File: src/rtl/cpu_program_loader.sv
// Stream-driven program loader in front of the cpu external memory ports; writes header-described
// segments into imem/dmem, then enables the cpu. Define CPU_PROGRAM_LOADER_READBACK_EN for XOR readback verify.
module cpu_program_loader #(
    parameter int IMEM_AW   = 9,
    parameter int DMEM_AW   = 10,
    parameter int ADDR_STEP = 4
) (
    input  logic        i_clk,
    input  logic        i_rst,
    input  logic        i_s_valid,
    output logic        o_s_ready,
    input  logic [31:0] i_s_data,
    input  logic        i_halt,
    output logic [31:0] o_imem_addr,
    output logic        o_imem_wen,
    output logic        o_imem_ren,
    output logic [31:0] o_imem_wdata,
    input  logic [31:0] i_imem_rdata,
    output logic [31:0] o_dmem_addr,
    output logic        o_dmem_wen,
    output logic        o_dmem_ren,
    output logic [31:0] o_dmem_wdata,
    input  logic [31:0] i_dmem_rdata,
    output logic        o_cpu_enable,
    output logic        o_busy,
    output logic        o_done,
    output logic        o_error
);

`ifdef CPU_PROGRAM_LOADER_READBACK_EN
    typedef enum logic [1:0] {S_HDR = 2'd0, S_WRITE = 2'd1, S_VERIFY = 2'd2, S_RUN = 2'd3} state_t;
`else
    typedef enum logic [1:0] {S_HDR = 2'd0, S_WRITE = 2'd1, S_RUN = 2'd3} state_t;
`endif

    state_t               r_state, w_state_nx;
    logic                 r_region;
    logic [14:0]          r_base;
    logic [15:0]          r_count, r_idx;
    logic                 w_hs, w_last;
    logic [IMEM_AW-1:0]   w_iwrap;
    logic [DMEM_AW-1:0]   w_dwrap;
    logic [31:0]          w_iaddr, w_daddr;

    assign w_hs    = o_s_ready & i_s_valid;
    assign w_last  = (r_idx == r_count - 16'd1);
    // Word index wraps in the memory's own address width before scaling to bytes.
    assign w_iwrap = IMEM_AW'({1'b0, r_base} + r_idx);
    assign w_dwrap = DMEM_AW'({1'b0, r_base} + r_idx);
    assign w_iaddr = 32'(w_iwrap) * ADDR_STEP;
    assign w_daddr = 32'(w_dwrap) * ADDR_STEP;

`ifdef CPU_PROGRAM_LOADER_READBACK_EN
    logic        r_issue;
    logic [1:0]  r_vld_pipe, r_last_pipe;
    logic [31:0] r_wr_sum, r_rd_sum, w_rd_next;
    logic        r_error;

    assign w_rd_next = r_rd_sum ^ (r_region ? i_dmem_rdata : i_imem_rdata);
    assign o_error   = r_error;
`else
    logic w_unused_rdata;
    assign w_unused_rdata = ^{i_imem_rdata, i_dmem_rdata};
    assign o_error    = 1'b0;
    assign o_imem_ren = 1'b0;
    assign o_dmem_ren = 1'b0;
`endif

    always_comb begin
        w_state_nx = r_state;
        case (r_state)
            S_HDR:    if (w_hs) w_state_nx = (i_s_data[15:0] == 16'd0) ? S_RUN : S_WRITE;
`ifdef CPU_PROGRAM_LOADER_READBACK_EN
            S_WRITE:  if (w_hs && w_last) w_state_nx = S_VERIFY;
            S_VERIFY: if (r_vld_pipe[1] && r_last_pipe[1]) w_state_nx = S_HDR;
`else
            S_WRITE:  if (w_hs && w_last) w_state_nx = S_HDR;
`endif
            S_RUN:    if (i_halt) w_state_nx = S_HDR;
            default:  w_state_nx = S_HDR;
        endcase
    end

    always_ff @(posedge i_clk) begin
        if (i_rst) r_state <= S_HDR;
        else       r_state <= w_state_nx;
    end

    always_ff @(posedge i_clk) begin
        if (i_rst) begin
            o_s_ready    <= 1'b0;
            o_busy       <= 1'b0;
            o_cpu_enable <= 1'b0;
            o_done       <= 1'b0;
            o_imem_wen   <= 1'b0;
            o_imem_addr  <= '0;
            o_imem_wdata <= '0;
            o_dmem_wen   <= 1'b0;
            o_dmem_addr  <= '0;
            o_dmem_wdata <= '0;
            r_region     <= 1'b0;
            r_base       <= '0;
            r_count      <= '0;
            r_idx        <= '0;
`ifdef CPU_PROGRAM_LOADER_READBACK_EN
            o_imem_ren   <= 1'b0;
            o_dmem_ren   <= 1'b0;
            r_issue      <= 1'b0;
            r_vld_pipe   <= '0;
            r_last_pipe  <= '0;
            r_wr_sum     <= '0;
            r_rd_sum     <= '0;
            r_error      <= 1'b0;
`endif
        end else begin
            // Status outputs are registered copies of the upcoming state.
            o_s_ready    <= (w_state_nx == S_HDR) || (w_state_nx == S_WRITE);
            o_busy       <= (w_state_nx != S_HDR) && (w_state_nx != S_RUN);
            o_cpu_enable <= (w_state_nx == S_RUN);
            o_done       <= 1'b0;
            o_imem_wen   <= 1'b0;
            o_dmem_wen   <= 1'b0;

            if (r_state == S_HDR && w_hs && i_s_data[15:0] != 16'd0) begin
                r_region <= i_s_data[31];
                r_base   <= i_s_data[30:16];
                r_count  <= i_s_data[15:0];
                r_idx    <= '0;
`ifdef CPU_PROGRAM_LOADER_READBACK_EN
                r_wr_sum <= '0;
`endif
            end

            if (r_state == S_WRITE && w_hs) begin
                if (r_region) begin
                    o_dmem_wen   <= 1'b1;
                    o_dmem_addr  <= w_daddr;
                    o_dmem_wdata <= i_s_data;
                end else begin
                    o_imem_wen   <= 1'b1;
                    o_imem_addr  <= w_iaddr;
                    o_imem_wdata <= i_s_data;
                end
                r_idx <= r_idx + 16'd1;
`ifdef CPU_PROGRAM_LOADER_READBACK_EN
                r_wr_sum <= r_wr_sum ^ i_s_data;
                if (w_last) begin
                    r_idx    <= '0;
                    r_issue  <= 1'b1;
                    r_rd_sum <= '0;
                end
`else
                if (w_last) o_done <= 1'b1;
`endif
            end

`ifdef CPU_PROGRAM_LOADER_READBACK_EN
            o_imem_ren  <= 1'b0;
            o_dmem_ren  <= 1'b0;
            // [0] marks a ren cycle, [1] the following cycle when rdata is valid.
            r_vld_pipe  <= {r_vld_pipe[0], r_issue};
            r_last_pipe <= {r_last_pipe[0], r_issue & w_last};
            if (r_issue) begin
                if (r_region) begin
                    o_dmem_ren  <= 1'b1;
                    o_dmem_addr <= w_daddr;
                end else begin
                    o_imem_ren  <= 1'b1;
                    o_imem_addr <= w_iaddr;
                end
                r_idx <= r_idx + 16'd1;
                if (w_last) r_issue <= 1'b0;
            end
            if (r_vld_pipe[1]) begin
                r_rd_sum <= w_rd_next;
                if (r_last_pipe[1]) begin
                    if (w_rd_next != r_wr_sum) r_error <= 1'b1;
                    o_done <= 1'b1;
                end
            end
`endif
        end
    end

endmodule

File: config.mk
export PLATFORM = sky130hd
export DESIGN_NAME = cpu_program_loader
export DESIGN_NICKNAME = d
export VERILOG_FILES = /design/src/rtl/cpu_program_loader.sv
export SDC_FILE = /design/constraint.sdc
export NUM_CORES = 1
export LEC_CHECK = 0
export CAP_MARGIN = 20
export CORE_UTILIZATION = 45
export CTS_CLUSTER_SIZE = 16
export DETAILED_ROUTE_END_ITERATION = 12
export PLACE_DENSITY_LB_ADDON = 0.15
export SLEW_MARGIN = 20
export SYNTH_ARGS = -nofsm -noshare
export SYNTH_HDL_FRONTEND = slang
export SYNTH_SLANG_ARGS = --single-unit
File: constraint.sdc
create_clock -name i_clk -period 2.9 [get_ports i_clk]
set_input_delay 0.58 -clock i_clk [delete_from_list [all_inputs] [get_ports i_clk]]
set_output_delay 0.58 -clock i_clk [all_outputs]
set_load 0.05 [all_outputs]
=== After elaboration in Yosys (flattened, before gate mapping) ===
Cells that the tools add are included.

* Flip-flop bits (word level): 134
* Bits of input ports: 100
* Output and inout bits: 137

* $add $sub $neg: 3
* Equality and inequality tests: 6
* Multiplexer cells: 10
* Bitwise gates (word level): 3
* Reduce and logical (&&, ||, !) cells: 15

{| class="wikitable"
|+ Operators with widths
! operator !! number
|-
| $mux 16 || 2
|-
| $add 16x1->16 const B || 1
|-
| $eq 16x16->1 || 1
|-
| $logic_not 16->1 || 1
|-
| $reduce_bool 16->1 || 1
|-
| $sub 16x1->16 const B || 1
|-
| $add 10x10->10 || 1
|-
| $mux 2 || 4
|-
| $pmux 2 s3 || 1
|-
| $logic_and 1x1->1 || 5
|-
| $eq 2x1->1 const B || 2
|-
| $eq 2x2->1 const B || 2
|-
| $logic_not 2->1 || 2
|-
| $reduce_and 2->1 || 2
|-
| $reduce_bool 2->1 || 2
|-
| $mux 1 || 3
|-
| $ne 2x2->1 const B || 1
|-
| $not 1->1 || 2
|-
| $reduce_or 2->1 || 1
|-
| $and 1x1->1 || 1
|-
| $logic_or 1x1->1 || 1
|}

=== Logic depth before layout (Yosys ltp) ===
Gate-level depths: netlist of the first run.

* Word-level depth: 7
* Gate-level depth with buffers: 12
* Gate-level depth less buffers: 11

=== Worst setup path before layout of the first run ===
No wires, ideal clock.

* Kind: register -> register
* Start point: register r_count[0]
* End point: register o_busy
* Library setup time: 127 ps
* Arrival: 2542 ps
* Slack: 232 ps
* Cell stages (with the launch flop): 12
* Path buffers: 1
* Clock period less this slack: 2668 ps
* Cells stage by stage: dfxtp_1 inv_1 ha_1 clkbuf_1 or2b_2 or4_1 a21oi_1 a211o_1 nor4_4 or2_1 ha_1 nor2b_1

* Word-level cells in the longest chain between the ends: 7
* Elaborated cells on any way between the ends: 8
* Those cells by class: add/sub: 1; eq/ne: 2; mux: 2; reduce/logical: 3

{| class="wikitable"
|+ Ends and longest elaborated chain
! item !! RTL line !! RTL
|-
| start, declared || 39 || <nowiki>logic [15:0] r_count, r_idx;</nowiki>
|-
| start signal, assigned || 127 || <nowiki>r_count <= i_s_data[15:0];</nowiki>
|-
| $sub 16x1->16 (*) || 46 || <nowiki>assign w_last = (r_idx == r_count - 16'd1);</nowiki>
|-
| $eq 16x16->1 (*) || 46 ||
|-
| $logic_and 1x1->1 (*) || 77 || <nowiki>S_WRITE: if (w_hs && w_last) w_state_nx = S_HDR;</nowiki>
|-
| $mux 2 (*) || 77 ||
|-
| $pmux 2 s3 (*) || 71 || <nowiki>case (r_state)</nowiki>
|-
| $ne 2x2->1 / $reduce_bool 2->1 (equally long branches) || 118 || <nowiki>o_busy <= (w_state_nx != S_HDR) && (w_state_nx != S_RUN);</nowiki>
|-
| $logic_and 1x1->1 (*) || 118 ||
|-
| end signal, assigned || 118 ||
|-
| end, declared || 25 || <nowiki>output logic o_busy,</nowiki>
|}

Mark *: on every way between the ends. The rest lies on a longest branch, timed or not.
A chain may end at the register's enable or synchronous reset.

=== Final worst setup path of the first run ===
* Start point: register r_count[1]
* End point: register o_busy

The elaborated chain is that of the path after synthesis.

==> flow_summary.yaml, run 1 <==
outcome:
  status: "finished, final reports clean"
route:
  ant_nets: 0
  drc_errors: 0
  drt_iter0_drc: 304
  vias_per_cell: 5.274
  vias: 5965
  drt-wirelength-per-cell_microns: 15.50
  first_pass_iters: 5
  drt_wl_total_mm: 17.53
timing:
  worstMarginPinSlew_ns: 0.7263
  period_needed_ns: 2.758
  fmax_mhz: 362.6
  hold_viol_final: 0
  drv_slew: 0
  grt_setup_unrepaired: "false"
  setup_violations: 0
  fin_setup_tns_ns: 0
  finClkSkew_ns: 0.005829
  slew_headroom_pct: 51.20
  period_share_pct: 95.09
finish:
  layout_common_cells: "nand2_1 (229), dfxtp_1 (133), clkdlybuf4s50_1 (123)"
  final_common_cell: "nand2_1"
  final_util_pct: 60.07
  diodes: 0
  drive_gt1_share_pct: 7.781
  syn2layout_area_growth_pct: 30.23
  fin_cells: 1131
  nets: 1054
  fin_area_sq_um: 8305
synth:
  ys_ff_latch: 134
  ys_top_cells_by_area: "dfxtp_1 (42%), nand2_1 (13%), a21oi_1 (9.3%), buf_4 (5.7%), clkbuf_1 (2.8%)"
  yosysTopAreaCellShare_pct: 42.06
  async_flop_share_pct: 0
  syn_avg_cell_area_sq_um: 7.749
  synth_edf_count: 0
  syn_area_sq_um: 6377
  ys_seq_area_share_pct: 42.06
  ys_types: 63
  synth_top_cell_by_area: "dfxtp_1"
  syn_inst: 823
  yosysWarnings: 0
  synth_ff_type: "dfxtp_1"
worst_setup_path:
  crit_family: "simple AND/OR/NAND/NOR gates"
  cp-start-kind: "flop"
  critPathBufInv: 1
  worst-path-max-fanout: 7
  critical-path-slowest-cell: "or4_4"
  path_cells: "inv_1, ha_2, or2b_1, a21boi_0, o31ai_1, or4_4, nor4_4, or2_1, ha_1, nor2b_1"
  slowest_delay_ns: 0.56
  critPathArrivalTime_ns: 3.05
  cp-end-kind: "flop"
  worstSetupPathType: "flop to flop"
  required_ns: 3.20
die:
  die_h_microns: 121.0
  num_io_pins: 237
  core_sq_um: 13830
  rows: 43
  dieArea_sq_um: 14650
  initial_core_util_pct: 46.12
  die_x_microns: 121.0
clock_network:
  cts_buffers: 17
  cts_sinks: 134
  clockRootBuffer: "clkbuf_16"
  clk_pin_slew_ns: 0.06
  htreeDepth: 4
  cts_tree: "yes"
  postCtsSetupBuffers: 0
  cts_resized: 0
  cts.path.max_buffers: 2
  holdBufCountCts: 0
  clock_latency_ns: 0.42
pwr:
  total_power_mw: 4.742
  power_leakage_nw: 3.008
  peakVddDrop_v: 0.0003743
  power_density_nw_per_um2: 570.9
place:
  place_area_sq_um: 7690
  gp_congestion: 0.8778
  numPortBuffers: 124
  dpl.cell_count: 1100
  dpl.hpwl_mm: 12.69
global_route:
  grtUsageTotal_pct: 24.53
  grt_pass1_vias: 5670
  grt_max_degree: 57
  grt_pass1_wl_mm: 27.90
  gr-total-overflow: 0
  antenna_found_initial: 0
run:
  max_cap_viol_count: 0
min_path:
  holdCritPathClass: "flop to flop"
## tightest hold or removal path: stages, from the launching register on
cell and delay (ns):
dfxtp_1 0.31, nand2_1 0.05, a21oi_1 0.05
## synth_stat cells (2+ instances only)
library cell / count
or4_1: 2
a31oi_1: 3
nand3b_1: 7
xnor2_1: 18
o21ai_0: 12
buf_1: 2
and3b_1: 3
a311oi_1: 8
a211oi_1: 4
o211ai_1: 3
xor2_1: 9
nand3_1: 15
and2_1: 3
o311ai_0: 2
a21oi_1: 119
nor4_1: 5
and3_1: 5
o31ai_1: 3
and4_1: 2
nor2_1: 42
o21a_1: 3
nor2b_1: 7
nor3_1: 13
buf_4: 48
ha_1: 14
nand4_1: 10
nand2b_1: 3
mux2_2: 2
nor4b_1: 2
or3_1: 3
clkbuf_1: 47
a21o_1: 2
nor4_4: 2
nor3_2: 2
a2bb2oi_1: 2
nand2_1: 229
dfxtp_1: 134
inv_1: 8
## path summary, 6_finish.rpt
kind / from / end / slack [ns] / cells past startpoint
min reg2reg: o_imem_wdata[2] / o_imem_wdata[2] / 0.45 / 2
max: r_count[1] / o_busy / 0.14 / 10
min: o_imem_wdata[2] / o_imem_wdata[2] / 0.45 / 2
max reg2reg: r_count[1] / o_busy / 0.14 / 10
## power breakdown
part | switching (mW) | internal [mW]
combinational | 0.420 | 0.204
sequential | 0.0347 | 1.87
clock | 0.817 | 1.39
## per-stage QoR
stage | hold WS [ns] | setup slack, ns
CTS | 0.4545 | 0.04135
global placement | 0.4421 | 0.1105
floorplan | 0.4406 | 0.2315
detailed placement | 0.4465 | 0.06859
finish | 0.4541 | 0.1424
global route | 0.4675 | 0.01823
## per-layer routing
layer,GRT usage (%),vias to the layer above,wire [microns]
met1,28.61,2813,7438
met2,40.93,188,8544
met4,12.81,0,559
met3,6.720,34,985
met5,0,-,0
li1,-,2930,-
## sequential cells by signal, indices dropped and copies added (netlist names)
signal and cells:
r_count 16, o_imem_wen 1, o_dmem_addr 10, o_busy 1, r_region 1, o_dmem_wdata 32, r_base 10, o_cpu_enable 1
o_s_ready 1, r_state 2, o_imem_wdata 32, o_done 1, o_imem_addr 9, o_dmem_wen 1, r_idx 16
## area by class of cell
type,instances,area [sq um]
inverter,8,30.03
fill,1220,5522
clock buffer,19,452.9
multi-input combinational,629,3297
tap,180,225.2
sequential,134,2684
timing repair buffer,149,1464
clock inverter,12,152.6
## cells by family after synthesis
family                     share of synthesized area (%)
and+or+nand+nor                                    25.90
buffers and inverters                              9.260
xor gates and xnor gates                           3.708
other                                            0.05880
adders and majority gates                          3.061
muxes                                             0.3531
AOI/OAI and AO/OA                                  15.60
DFF                                                42.06
Note: power is estimated with default switching activity, not from simulation.
==> run 2: changes to the inputs <==
Settings changed: CTS_CLUSTER_SIZE 16 to unset.
Clock period 2.9 ns to 3.06 ns, I/O delays scaled along.
==> flow_summary.yaml, run 2 (same netlist as run 1, synthesis figures left out) <==
timing:
  hold_viol_final: 0
  grt_setup_unrepaired: "false"
  fin_setup_tns_ns: 0
  fin_ws_ns: 0.2028
  finClkSkew_ns: 0.006325
  slew_headroom_pct: 53.28
  period_share_pct: 93.37
  fmax_mhz: 350.0
  period_needed_ns: 2.857
  worstMarginPinSlew_ns: 0.6954
  drv_slew: 0
  setup_violations: 0
run:
  max_cap_viol_count: 0
clock_network:
  cts_buffers: 17
  clockRootBuffer: "clkbuf_16"
  postCtsSetupBuffers: 0
  clk_pin_slew_ns: 0.06
  cts.path.max_buffers: 2
  cts_resized: 0
  cts_tree: "yes"
  clock_latency_ns: 0.41
  cts_sinks: 134
  htreeDepth: 4
  holdBufCountCts: 0
global_route:
  grt_pass1_wl_mm: 27.61
  grt_max_degree: 60
  antenna_found_initial: 0
  use_met1_pct: 28.31
  grtUsageTotal_pct: 24.11
  grt_use_met2_pct: 41.18
  top_usage_layer: "met2"
  gr-total-overflow: 0
  grt_pass1_vias: 5500
  grt.met3_usage_pct: 7.378
route:
  vias: 5896
  drc_errors: 0
  ant_nets: 0
  vias_per_cell: 5.236
  drt-wirelength-per-cell_microns: 15.42
  drt_iter0_drc: 400
  first_pass_iters: 5
  drt_wl_total_mm: 17.36
worst_setup_path:
  r2r_cells: 10
  r2r_slack_ns: 0.20
  worstSetupPathType: "flop to flop"
  critPathArrivalTime_ns: 3.14
  required_ns: 3.35
  cp-start-kind: "flop"
  rr_endpoint: "o_busy"
  r2r_start: "r_count[1]"
  cp-end-kind: "flop"
  worst-path-max-fanout: 9
place:
  gp_congestion: 0.8790
  dpl.hpwl_mm: 12.43
  place_area_sq_um: 7645
  place_ws_ns: 0.1644
  numPortBuffers: 124
finish:
  multiInputGateArea_sq_um: 3291
  drive_gt1_share_pct: 6.977
  layout_common_cells: "nand2_1 (229), dfxtp_1 (134), clkdlybuf4s50_1 (123)"
  diodes: 0
  syn2layout_area_growth_pct: 30.06
  seq_area_sq_um: 2683
  reg_top3: "o_dmem_wdata (32), o_imem_wdata (32)"
  nets: 1048
  fillers: 1230
  final_util_pct: 59.99
  final_common_cell: "nand2_1"
  fin_area_sq_um: 8294
die:
  num_io_pins: 237
  die_h_microns: 121.0
  dieArea_sq_um: 14650
  initial_core_util_pct: 46.12
  rows: 43
  die_x_microns: 121.0
  core_sq_um: 13830
pwr:
  power_density_nw_per_um2: 551.9
  total_power_mw: 4.577
  power_leakage_nw: 2.984
  peakVddDrop_v: 0.0004135
outcome:
  status: "finished, final reports clean"
min_path:
  min_from: "o_imem_wdata[3]"
  whs_path_depth: 2
  hold_path_end: "o_imem_wdata[3]"
  holdCritPathClass: "flop to flop"
run 2: per-stage QoR:
| stage | instances | hold slack, ns |
|---|---|---|
| 3_5_place_dp | 1094 | 0.4463 |
| 4_1_cts | 1126 | 0.4545 |
| 3_3_place_gp | 1094 | 0.4421 |
| 6_report | 1126 | 0.4536 |
| 5_1_grt | 1126 | 0.4658 |
| 2_1_floorplan | 870 | 0.4406 |
run 2: worst max-delay path: stages, from the launching register on:
cell and delay [ns]:
dfxtp_1 0.40, inv_1 0.07, ha_2 0.23, or2b_1 0.24, a21boi_0 0.20, o31ai_1 0.14, or4_1 0.57, nor4_4 0.37
or2_1 0.17, ha_1 0.22, nor2b_1 0.13
run 2: area by class of cell:
cell class                 instances  area share, %
timing repair buffer             143          17.11
clock inverter                     9          1.674
sequential                       134          32.34
inverter                           8         0.3620
multi-input combinational        629          39.67
tap                              180          2.715
clock buffer                      23          6.125
run 2: routing by layer:
layer | vias to the layer above | wire (microns)
li1 | 2913 | -
met1 | 2807 | 7276
met2 | 155 | 8759
met3 | 21 | 987
met4 | 0 | 336
met5 | - | 0
run 2: how the worst max path moves through the flow:
stage / to / start / depth (start not counted)
final: o_busy / r_count[1] / 10
after global routing: o_busy / r_count[1] / 10
after CTS: o_busy / r_count[1] / 10
after detailed placement: o_busy / r_count[1] / 10
after global placement: o_busy / i_s_valid / 8
after floorplan: o_busy / r_count[0] / 11
run 2: power by group:
group | internal (mW) | total, mW | switching, mW
Clock | 1.42 | 2.19 | 0.771
Sequential | 1.78 | 1.81 | 0.0334
Combinational | 0.185 | 0.578 | 0.393
==> run 3: changes to the inputs <==
Settings changed: CORE_MARGIN set to 10, CORE_UTILIZATION 45 to 54, DONT_BUFFER_PORTS set to 1.
==> flow_summary.yaml, run 3 (same netlist as run 1, synthesis figures left out) <==
worst_setup_path:
  cp-start-kind: "flop"
  critPathArrivalTime_ns: 3.11
  rr_endpoint: "o_busy"
  cp-end-kind: "flop"
  r2r_cells: 9
  worstSetupEndpoint: "o_busy"
  required_ns: 3.36
  r2r_start: "r_count[0]"
  worst-path-max-fanout: 6
  startpoint: "r_count[0]"
  r2r_slack_ns: 0.25
  worstSetupPathType: "flop to flop"
pwr:
  total_power_mw: 4.425
  peakVddDrop_v: 0.0003921
  power_density_nw_per_um2: 642.1
  power_leakage_nw: 2.492
finish:
  diodes: 0
  fin_area_sq_um: 6892
  seq_area_sq_um: 2683
  nets: 917
  layout_common_cells: "nand2_1 (229), dfxtp_1 (134), a21oi_1 (119)"
  fillers: 1025
  fin_cells: 956
  reg_top3: "o_dmem_wdata (32), o_imem_wdata (32)"
  final_util_pct: 60.10
  multiInputGateArea_sq_um: 3283
  drive_gt1_share_pct: 6.765
  final_common_cell: "nand2_1"
  syn2layout_area_growth_pct: 8.064
global_route:
  grt_pass1_wl_mm: 27.74
  antenna_found_initial: 0
  grt_max_degree: 137
  grt_pass1_vias: 5306
  gr-total-overflow: 0
  grtUsageTotal_pct: 20.55
outcome:
  status: "finished, final reports clean"
min_path:
  holdCritPathClass: "input pin to flop"
  whs_path_depth: 1
place:
  gp_congestion: 0.9027
  place_ws_ns: 0.2575
  dpl.hpwl_mm: 12.40
  numPortBuffers: 0
  dpl.cell_count: 926
  place_area_sq_um: 6265
clock_network:
  holdBufCountCts: 0
  cts.path.max_buffers: 2
  postCtsSetupBuffers: 0
  htreeDepth: 4
  cts_resized: 0
  cts_sinks: 134
  clock_latency_ns: 0.41
  cts_buffers: 17
  cts_tree: "yes"
  clk_pin_slew_ns: 0.06
  clockRootBuffer: "clkbuf_16"
die:
  rows: 39
  die_x_microns: 128.7
  dieArea_sq_um: 16560
  initial_core_util_pct: 55.61
  die_h_microns: 128.7
  core_sq_um: 11470
  num_io_pins: 237
timing:
  period_needed_ns: 2.814
  setup_violations: 0
  fin_setup_tns_ns: 0
  period_share_pct: 91.97
  grt_setup_unrepaired: "false"
  hold_viol_final: 0
  finClkSkew_ns: 0.006680
  slew_headroom_pct: 44.42
  fmax_mhz: 355.3
  holdWs_ns: 0.2775
  worstMarginPinSlew_ns: 0.8337
  fin_ws_ns: 0.2458
  drv_slew: 0
route:
  drt_wl_total_mm: 17.48
  drt_iter0_drc: 449
  drc_errors: 0
  vias_per_cell: 5.660
  drt-wirelength-per-cell_microns: 18.29
  first_pass_iters: 5
  vias: 5411
  ant_nets: 0
run:
  max_cap_viol_count: 0
==> run 3: changes by cell type in the layout (fill, tap and decap cells not counted), sizes merged <==
cell / previous run / this run
clkbuf: 23 / 19
clkdlybuf4s50: 123 / 0
buf: 20 / 12
inv: 9 / 10
bufinv: 3 / 4
==> run 3: layout make-up <==
| cell class | count | area share (%) |
|---|---|---|
| clock buffer | 19 | 6.572 |
| timing repair buffer | 12 | 1.307 |
| tap | 143 | 2.596 |
| clock inverter | 11 | 2.524 |
| inverter | 8 | 0.4357 |
| multi-input combinational | 629 | 47.64 |
| sequential | 134 | 38.93 |
==> run 3: power breakdown <==
group          switching (mW)  leakage, nW  internal (mW)  total (mW)
clock                   0.755        0.298           1.40        2.16
combinational           0.301         1.11          0.120       0.421
sequential             0.0702         1.08           1.78        1.85
==> run 3: worst min path at each step <==
stage                           start         endpoint  slack [ns]
after global routing            i_rst  o_imem_wdata[9]        0.26
final                           i_rst       o_imem_wen        0.28
after floorplan             r_base[0]        r_base[0]        0.44
after detailed placement  r_count[15]      r_count[15]        0.45
after global placement      r_base[4]        r_base[4]        0.45
after CTS                       i_rst  o_dmem_wdata[8]        0.27
==> run 3: critical path, stage by stage (launching register included) <==
cell,delay [ns]
dfxtp_1,0.31
buf_4,0.15
nor3_1,0.62
nand3_1,0.19
a2bb2oi_1,0.18
a211o_2,0.37
nor4_4,0.38
or2_1,0.16
ha_1,0.22
nor2b_1,0.12
==> run 3: layer usage <==
layer / global-route usage [%] / vias up / part of all wire (%)
met4: 7.859 / 0 / 2.2
met1: 22.39 / 2555 / 38
met3: 7.926 / 27 / 8.3
li1: - / 2652 / -
met2: 35.33 / 177 / 51
met5: 0 / - / 0
